### config.mk
export PLATFORM = sky130hd
export DESIGN_NAME = result_line_packer
export DESIGN_NICKNAME = d
export VERILOG_FILES = /design/src/rtl/result_line_packer.sv
export SDC_FILE = /design/constraint.sdc
export NUM_CORES = 1
export LEC_CHECK = 0
export ABC_AREA = 1
export CAP_MARGIN = 20
export CORE_AREA = 2 2 264 266
export CTS_CLUSTER_SIZE = 12
export DETAILED_ROUTE_END_ITERATION = 6
export DIE_AREA = 0 0 266 268
export PLACE_DENSITY = 0.74
export SETUP_SLACK_MARGIN = 0.1
export SLEW_MARGIN = 40
export SYNTH_ARGS = -nofsm -noshare
export SYNTH_HDL_FRONTEND = slang
export SYNTH_SLANG_ARGS = --single-unit
export TNS_END_PERCENT = 30
### constraint.sdc
create_clock -name clk -period 7.44 [get_ports clk]
set_clock_uncertainty 0.1 [all_clocks]
set_input_delay 1.488 -clock clk [delete_from_list [all_inputs] [get_ports clk]]
set_output_delay 1.488 -clock clk [all_outputs]
set_load 0.02 [all_outputs]
### src/rtl/result_line_packer.sv
// Packs DATA_LEN-bit results popped from the result FIFO into cache lines written to consecutive line addresses.
// Latency: last word popped (fifo_rd_en high at t) -> wr_valid at t+2; one word per two cycles.
// Backpressure: wr_valid/wr_ready handshake; no pops while a line write is waiting for wr_ready.
module result_line_packer #(
    parameter int DATA_LEN  = 32,
    parameter int LINE_BITS = 512,
    parameter int ADDR_BITS = 42,
    localparam int WORDS_PER_LINE = LINE_BITS / DATA_LEN,
    localparam int CNT_BITS = $clog2(WORDS_PER_LINE) + 1
) (
    input  logic                 clk,
    input  logic                 reset,
    input  logic                 base_addr_valid,
    input  logic [ADDR_BITS-1:0] base_addr,
    input  logic                 flush,
    input  logic                 fifo_empty,
    output logic                 fifo_rd_en,
    input  logic [DATA_LEN-1:0]  fifo_dout,
    output logic                 wr_valid,
    input  logic                 wr_ready,
    output logic [ADDR_BITS-1:0] wr_addr,
    output logic [LINE_BITS-1:0] wr_data,
    output logic [CNT_BITS-1:0]  wr_word_count,
    output logic [31:0]          lines_written,
    output logic                 busy
);

    localparam int IDX_BITS = (CNT_BITS > 1) ? CNT_BITS - 1 : 1;
    localparam logic [CNT_BITS-1:0] LAST_CNT = CNT_BITS'(WORDS_PER_LINE - 1);

    typedef enum logic [1:0] {
        S_UNCONF  = 2'd0,
        S_COLLECT = 2'd1,
        S_POP     = 2'd2,
        S_ISSUE   = 2'd3
    } state_t;

    state_t               state, state_n;
    logic [CNT_BITS-1:0]  count, count_n;
    logic [ADDR_BITS-1:0] addr, addr_n;
    logic                 flush_pending, flush_n, flush_eff;
    logic                 rd_n, wv_n, accept;
    logic                 cap_pend;
    logic [IDX_BITS-1:0]  cap_idx;

    assign flush_eff     = flush_pending | flush;
    assign wr_addr       = addr;
    assign wr_word_count = count;

    always_comb begin
        state_n = state;
        count_n = count;
        addr_n  = addr;
        flush_n = flush_pending;
        rd_n    = 1'b0;
        wv_n    = wr_valid;
        accept  = 1'b0;
        case (state)
            S_UNCONF: begin
                if (base_addr_valid) begin
                    addr_n  = base_addr;
                    state_n = S_COLLECT;
                end
            end
            S_COLLECT: begin
                if (base_addr_valid && count == '0 && !flush_pending)
                    addr_n = base_addr;
                // A same-cycle flush strobe beats a waiting FIFO word
                if (flush_eff && count != '0) begin
                    flush_n = 1'b1;
                    wv_n    = 1'b1;
                    state_n = S_ISSUE;
                end else if (flush_eff) begin
                    flush_n = 1'b0;
                end else if (!fifo_empty) begin
                    rd_n    = 1'b1;
                    state_n = S_POP;
                end
            end
            S_POP: begin
                flush_n = flush_eff;
                count_n = count + CNT_BITS'(1);
                state_n = (count == LAST_CNT) ? S_ISSUE : S_COLLECT;
            end
            S_ISSUE: begin
                flush_n = flush_eff;
                if (!wr_valid) begin
                    wv_n = 1'b1;
                end else if (wr_ready) begin
                    wv_n    = 1'b0;
                    addr_n  = addr + ADDR_BITS'(1);
                    count_n = '0;
                    flush_n = 1'b0;
                    accept  = 1'b1;
                    state_n = S_COLLECT;
                end
            end
            default: state_n = S_UNCONF;
        endcase
    end

    always_ff @(posedge clk) begin
        if (reset) begin
            state         <= S_UNCONF;
            count         <= '0;
            addr          <= '0;
            flush_pending <= 1'b0;
            fifo_rd_en    <= 1'b0;
            wr_valid      <= 1'b0;
            wr_data       <= '0;
            lines_written <= '0;
            busy          <= 1'b0;
            cap_pend      <= 1'b0;
            cap_idx       <= '0;
        end else begin
            state         <= state_n;
            count         <= count_n;
            addr          <= addr_n;
            flush_pending <= flush_n;
            fifo_rd_en    <= rd_n;
            wr_valid      <= wv_n;
            busy          <= (count_n != '0) || flush_n ||
                             (state_n == S_POP) || (state_n == S_ISSUE);
            // Read data appears the cycle after the pop, so the slot index is carried one cycle
            cap_pend      <= (state == S_POP);
            if (state == S_POP)
                cap_idx <= count[IDX_BITS-1:0];
            if (accept)
                wr_data <= '0;
            else if (cap_pend)
                wr_data[int'(cap_idx)*DATA_LEN +: DATA_LEN] <= fifo_dout;
            if (accept)
                lines_written <= lines_written + 32'd1;
        end
    end

endmodule
Yosys cells after proc, flatten, opt, wreduce, memory -nomap -nowiden:

Index checks and enable logic that the tools add are counted.

* register bits: 602

* add/subtract/negate cells: 4
* eq/ne operators: 11
* shift operators: 2
* multiplexer cells: 30
* bitwise operators: 2
* reductions and logical operators: 17

Operators by type and width (count)
* $bwmux 512: 1
* $shift 32x33->512 const A: 1
* $shiftx 32x33->512: 1
* $mux 42: 4
* $pmux 42 s3: 1
* $add 42x1->42 const B: 1
* $neg 9->33: 1
* $add 32x1->32 const B: 1
* $mux 2: 7
* $mux 1: 11
* $mux 5: 2
* $ne 2x2->1 const B: 5
* $pmux 5 s2: 1
* $reduce_bool 5->1: 2
* $eq 2x2->1 const B: 4
* $pmux 2 s4: 1
* $add 5x1->5 const B: 1
* $eq 5x4->1 const B: 1
* $logic_not 5->1: 1
* $reduce_and 5->1: 1
* $reduce_or 4->1: 1
* $logic_and 1x1->1: 3
* $logic_or 1x1->1: 3
* $pmux 1 s3: 1
* 10 further kinds: 10

Longest topological paths before layout:

Gate-level depths: netlist of the first run.

* depth in word-level cells: 7
* mapped depth: 15

Worst setup path after synthesis of the first run:

OpenSTA, ideal clock, no wires.

* path type: input to register
* start: input port wr_ready
* end: register wr_data[386]
* setup time: 128 ps
* arrival: 2575 ps
* path slack: 4638 ps
* stages on the path: 7
* path through: nand2_1 > nor2_4 > nor2_1 > inv_2 > clkbuf_1 > buf_1 > nor2_1

* longest elaborated chain between the ends: 4

RTL lines
* start: declaration: line 20 `input logic wr_ready,`
* $mux 1: line 89 `end else if (wr_ready) begin`
* $mux 1: line 87 `if (!wr_valid) begin`
* $mux 1: line 58 `case (state)`
* $reduce_or 2->1 (no source line)
* end signal: indexed assignment: line 131 `wr_data[int'(cap_idx)*DATA_LEN +: DATA_LEN] <= fifo_dout;`
* end: declaration: line 22 `output logic [LINE_BITS-1:0] wr_data,`

Every way passes these cells.
A chain may end at the register's enable or synchronous reset.

Final worst setup path of the first run:

* start: register cap_idx[0]
* end: register wr_data[343]

* longest elaborated chain between the ends: 3
* elaborated cells between the ends (all ways): 4
* classes of those cells: add/sub (1); shift (2); mux (1)

RTL lines
* start: declaration: line 44 `logic [IDX_BITS-1:0] cap_idx;`
* start signal: assignment: line 127 `cap_idx <= count[IDX_BITS-1:0];`
* $neg 9->33 (*): line 131
* $shiftx 32x33->512 or $shift 32x33->512 (tied branches): line 131
* $bwmux 512 (*): line 131

Mark *: on every way between the ends. The rest lies on a longest branch, timed or not.

==> flow_summary.yaml, run 1 <==
run_status:
  outcome: "finished, violations left"
  violations: "DRC"
die:
  die_y_um: 268
  start_util: 0.3914
  coreArea_mm2: 0.06823
  die_area_mm2: 0.07129
  rows: 96
  die-width_um: 266
  ioPinCount: 674
clocking:
  clock_latency_ps: 600
  htreeDepth: 3
  cts_hold_buf: 0
  clk_pin_slew_ps: 60
  postCtsSetupRepairBufs: 0
  clockRootBuffer: "clkbuf_16"
  cts_buffers: 71
  clk_path_buf_depth: 3
  cts_sinks: 602
  cts_resized: 0
  cts_tree: "built"
global_routing:
  grt_pass1_vias: 26350
  grt_pass1_wl_um: 170200
  grt_max_degree: 156
  track_usage: 0.3156
  grt_antenna_before_repair: 1
  gr-total-overflow: 0
drt:
  vias_per_cell: 5.563
  antenna_left: 0
  drc_errors: 2
  wl_per_cell_um: 22.76
  first_iter_violations: 2892
  first_pass_iters: 7
  routed-via-count: 28721
  wl_um: 117500
placed_design:
  io_buffers: 673
  place_congestion: 0.9636
  dp_slack_ps: 2833
  dpl.hpwl_um: 82180
finish:
  multi_input_area_mm2: 0.01309
  seqCellArea_mm2: 0.01205
  finish.utilization: 0.5330
  syn2layout_area_growth_pct: 36.20
  final_nets: 4316
  drive_above_1_share: 0.05701
  fillers: 6539
timing:
  finalSetupViolations: 0
  setup_ws_ps: 2692
  relSlewSlack: 0.4116
  tns_ps: 0
  max_freq_ghz: 0.2106
  slew_viol_final: 0
  fin_crit_sh: 0.6381
  finalHoldViolations: 0
  max_slew.worst_pin.slew_ps: 877.9
  rsz0062_at_grt: "false"
  finalCriticalPeriod_ps: 4748
critical_path:
  r2r_end: "wr_data[343]$_SDFFE_PP0P_"
  cp.arrival_ps: 5100
  worstSetupPathType: "reg -> reg"
  slowest_delay_ps: 820
  startpoint: "cap_idx[0]$_SDFFE_PP0P_"
  slowest_stage: "dfxtp_2"
  cp-start-kind: "flip-flop"
  path_cells: "inv_2, ha_2, nand2_1, nand2_8, inv_6, buf_4, nand3_1, nor2_4, buf_4, nand2_1, o21ai_0, nor2_1"
  crit_required_ps: 7790
  r2r_cells: 12
  reg2reg_from: "cap_idx[0]$_SDFFE_PP0P_"
  worstSetupEndpointType: "flip-flop"
  ff2ff_setup_slack_ps: 2690
  cp_max_fo: 74
pwr:
  powerDensity_mw_per_mm2: 205.8
  p_leak_nw: 12.20
  total_power_mw: 7.484
  ir_worst_vdd_mv: 0.1279
synth:
  synth_top_area_share: 0.4514
  synth_edf_count: 0
  synth_cells: 3740
  async_flop_share: 0
  synth_fp_nets: 3827
  synth_cell_types: 42
  yosys_warnings: 0
  ys_ff_latch: 602
  syn_area_mm2: 0.02670
  syn_avg_cell_area_um2: 7.139
  synthFlopType: "dfxtp_1"
  synth_area_leaders: "dfxtp_1 45%, nand2_1 11%, nor2_1 6.9%, nand3_1 6.6%, a21oi_1 6.1%"
  seq_area_frac_synth: 0.4514
  synth_top_cell_by_area: "dfxtp_1"
hold_path:
  min_to: "wr_data[198]$_SDFFE_PP0P_"
  hp-start: "wr_data[198]$_SDFFE_PP0P_"
  worstHoldPathType: "reg -> reg"
  min_path_cells: 2
run:
  cap_violations: 0
-- worst max path at each step --
stage / endpoint / slack (ps) / cells after the start
6_report: wr_data[343]$_SDFFE_PP0P_ / 2690 / 12
5_1_grt: wr_data[320]$_SDFFE_PP0P_ / 2410 / 12
4_1_cts: wr_data[343]$_SDFFE_PP0P_ / 2830 / 12
3_5_place_dp: wr_data[506]$_SDFFE_PP0P_ / 2830 / 8
3_3_place_gp: wr_data[279]$_SDFFE_PP0P_ / 2050 / 7
2_1_floorplan: wr_data[386]$_SDFFE_PP0P_ / 4640 / 7
-- cells in the mapped netlist (2+ instances only) --
| master | count |
|---|---|
| buf_4 | 3 |
| nor3_1 | 181 |
| buf_2 | 82 |
| dfxtp_1 | 602 |
| clkinv_1 | 2 |
| a211oi_1 | 35 |
| inv_2 | 12 |
| o21ai_0 | 239 |
| nand3_1 | 351 |
| buf_1 | 18 |
| o21a_1 | 99 |
| o211a_1 | 42 |
| a21oi_1 | 328 |
| nor2_2 | 13 |
| nand4_4 | 3 |
| nand2_2 | 2 |
| clkbuf_1 | 201 |
| nor2_4 | 2 |
| ha_1 | 7 |
| nor2_1 | 493 |
| nand3_2 | 3 |
| inv_1 | 121 |
| xor2_1 | 8 |
| a31oi_1 | 4 |
| o21ai_1 | 13 |
| nand3b_1 | 17 |
| nand4_1 | 85 |
| nand2_1 | 755 |
| o22ai_1 | 3 |
| or2_2 | 2 |
| o31ai_1 | 3 |
-- critical path: cells and delay by family, from the launching register on --
| kind | cells | cell delay (ps) |
|---|---|---|
| DFF | 1 | 820 |
| AOI/OAI and AO/OA | 1 | 100 |
| buffers and inverters | 4 | 2170 |
| and+or+nand+nor | 6 | 1010 |
| adders and majority gates | 1 | 360 |
-- cell usage in the layout (no fill, tap or decap), drive strengths merged, types with 3 or more instances in the layout --
cell type      Yosys  layout
o22ai              3       3
or2                3       3
bufinv             0       3
o31ai              3       3
o21a              99      99
o21ai            252     252
ha                 7       7
a31oi              4       4
inv              134     137
clkdlybuf4s50      0     672
nand3b            17      17
buf              104      49
o211a             42      42
nor3             183     183
nand3            355     355
xor2               8       8
nand4             88      88
clkinv             2      21
a21oi            328     328
clkinvlp           0       3
nor2             508     508
nand2            757     757
dfxtp            602     602
a211oi            35      35
clkbuf           201      96
-- logic make-up (layout without fill, tap and decap cells) --
logic type / after synthesis / in the layout / share of synthesized area
flops: 602 / 602 / 0.4514
fa+ha+maj: 7 / 7 / 0.003280
simple gates: 1912 / 1912 / 0.3103
compound gates: 769 / 769 / 0.1655
buf+inv: 441 / 981 / 0.06664
other cells: 0 / 1 / 0
xor+xnor: 9 / 9 / 0.002952
-- power breakdown --
| group | total [mW] | switching, mW | internal, mW |
|---|---|---|---|
| clock | 3.53 | 1.48 | 2.05 |
| sequential | 3.30 | 0.0464 | 3.25 |
| combinational | 0.652 | 0.489 | 0.163 |
-- per-layer routing --
metal | share of wire | routed length, um | track usage
met3 | 0.099 | 11580 | 0.08797
met5 | 0.000094 | 11 | 0
met2 | 0.46 | 54350 | 0.5139
met4 | 0.055 | 6503 | 0.1635
met1 | 0.38 | 45050 | 0.3813
-- through the flow --
stage	cell area (um^2)	instances	hold slack, ps
2_1_floorplan	26700	3740	402.2
3_3_place_gp	33690	5028	330.0
3_5_place_dp	33990	5038	337.5
4_1_cts	36330	5162	346.4
5_1_grt	36360	5162	365.2
6_report	36370	5163	343.7
-- state kept, by name, indices dropped and copies added, names as in the netlist, 2 cells and up --
register and cells:
state 2, cap_idx 4, lines_written 32, wr_data 512, wr_word_count 5, wr_addr 42
-- cell type report --
class / instances / share of cell area
clock inverter: 28 / 0.007948
antenna: 1 / 0.00006881
sequential: 602 / 0.3314
timing repair buffer: 721 / 0.1990
tap: 882 / 0.03035
inverter: 136 / 0.01473
clock buffer: 96 / 0.05646
multi-input combinational: 2697 / 0.3600
No activity file was read; power rests on OpenSTA's default activity.
==> run 2: changes to the inputs <==
clock period = 5 ns   (was 7.44 ns; I/O delays follow)
==> run 2 against run 1 <==
  * The run still ends with DRC left
  * Power increased by 47%
  * Clock-buffer cell count increased by 3
  * Final area decreased by 0.16%
  * Non-clock buffer count increased by 16
  * Highest routed layer unchanged
  * Setup slack got worse by 1700 ps
  * Sequential power increased by 48%
  * Core utilization decreased by 0.084 points
  * Maximum frequency increased by 18%
  * Wire length increased by 0.11%
==> flow_summary.yaml, run 2 (synthesized netlist as in run 1, its figures left out) <==
critical_path:
  cp-start-kind: "flip-flop"
  worstSetupPathType: "reg -> reg"
  worstSetupEndpointType: "flip-flop"
  cp_max_fo: 67
  cp.arrival_ps: 4420
  crit_required_ps: 5400
clocking:
  clk_pin_slew_ps: 60
  cts_tree: "built"
  clockRootBuffer: "clkbuf_16"
  clock_latency_ps: 610
  cts_hold_buf: 0
  cts_resized: 0
  cts_buffers: 68
  htreeDepth: 3
  clk_path_buf_depth: 3
  postCtsSetupRepairBufs: 0
  cts_sinks: 602
finish:
  final_nets: 4329
  drive_above_1_share: 0.05641
  final_cell_mix: "754 x nand2_1, 672 x clkdlybuf4s50_1, 601 x dfxtp_1"
  largest_reg_flops: 512
  layout_commonest_cell: "nand2_1"
  fillers: 6474
  syn2layout_area_growth_pct: 35.98
  fin_area_mm2: 0.03631
  diodes: 0
  top_register: "wr_data"
drt:
  wl_um: 117600
  routed-via-count: 28875
  antenna_left: 0
  vias_per_cell: 5.583
  drc_errors: 17
  first_iter_violations: 3068
  first_pass_iters: 7
  wl_per_cell_um: 22.74
hold_path:
  worstHoldPathType: "reg -> reg"
pwr:
  powerDensity_mw_per_mm2: 302.9
  clkPwrFrac: 0.465
  p_switching_mw: 2.946
  p_leak_nw: 12.22
  power.internal_mw: 8.050
  combPwrFrac: 0.089
  power_frac_seq: 0.446
  ir_worst_vdd_mv: 0.2444
  swShare: 0.2679
global_routing:
  track_usage: 0.3134
  grt_pass1_vias: 26003
  grt_pass1_wl_um: 168900
  gr-total-overflow: 0
  grt_max_degree: 147
  grt_antenna_before_repair: 1
placed_design:
  place_congestion: 0.9819
  io_buffers: 673
  dpl.hpwl_um: 82140
  placed_cell_area_mm2: 0.03403
timing:
  fin_crit_sh: 0.8040
  max_freq_ghz: 0.2488
  finalSetupViolations: 0
  slew_viol_final: 0
  tns_ps: 0
  finalCriticalPeriod_ps: 4020
  rsz0062_at_grt: "false"
  relSlewSlack: 0.4265
  max_slew.worst_pin.slew_ps: 853.7
  finalHoldViolations: 0
run:
  cap_violations: 0
run_status:
  outcome: "finished, violations left"
  violations: "DRC"
die:
  die_y_um: 268
  coreArea_mm2: 0.06823
  die_area_mm2: 0.07129
  die-width_um: 266
  ioPinCount: 674
  start_util: 0.3914
  rows: 96
## run 2: area by class of cell
| cell class | instances | area [um^2] | share of cell area |
|---|---|---|---|
| multi-input combinational | 2697 | 13060 | 0.3596 |
| timing repair buffer | 737 | 7307 | 0.2012 |
| tap | 882 | 1104 | 0.03039 |
| clock buffer | 99 | 2009 | 0.05534 |
| clock inverter | 19 | 251.5 | 0.006926 |
| sequential | 602 | 12050 | 0.3320 |
| inverter | 136 | 529.3 | 0.01458 |
## run 2: power groups by stage
stage	clock (mW)	sequential [mW]	combinational, mW
3_3_place_gp	0	5.01	0.951
3_5_place_dp	0	5.01	0.960
4_1_cts	5.16	4.90	0.963
5_1_grt	5.34	4.91	1.03
2_1_floorplan	0	5.04	0.513
6_report	5.11	4.90	0.978
## run 2: per-layer routing
metal  global-route usage  up-vias  routed length, um
met5                    0        -                 12
met4               0.1676        2               6723
met3              0.09035      303              11860
met2               0.5067     1440              53990
met1               0.3778    13558              45040
li1                     -    13572                  -
## run 2: path summary, 6_finish.rpt
| check | startpoint | end | slack, ps | cells after the start |
|---|---|---|---|---|
| worst max register to register | cap_idx[0]$_SDFFE_PP0P_ | wr_data[432]$_SDFFE_PP0P_ | 980 | 9 |
| worst max-delay path | cap_idx[0]$_SDFFE_PP0P_ | wr_data[432]$_SDFFE_PP0P_ | 980 | 9 |
| worst min register to register | wr_data[204]$_SDFFE_PP0P_ | wr_data[204]$_SDFFE_PP0P_ | 340 | 2 |
| worst min-delay path | wr_data[204]$_SDFFE_PP0P_ | wr_data[204]$_SDFFE_PP0P_ | 340 | 2 |
## run 2: per-stage QoR
stage	utilization	worst slack [ps]	total power, mW	hold WS (ps)	std cells
after floorplan	-	2275	5.548	402.2	3740
after global placement	0.4971	1074	5.959	327.8	5052
after detailed placement	0.4988	1008	5.968	332.5	5054
after CTS	0.5319	993.7	11.03	341.3	5172
after global routing	0.5322	718.7	11.28	355.0	5172
final	0.5322	980.2	11.00	339.0	5172
## run 2: critical path: stages (launching register included)
cell     delay (ps)
dfxtp_2         330
buf_4           580
nor3_1          200
ha_4            420
inv_6           350
nand3_2         400
nor2_4          640
inv_1           510
o21ai_0         290
nor2_1           60
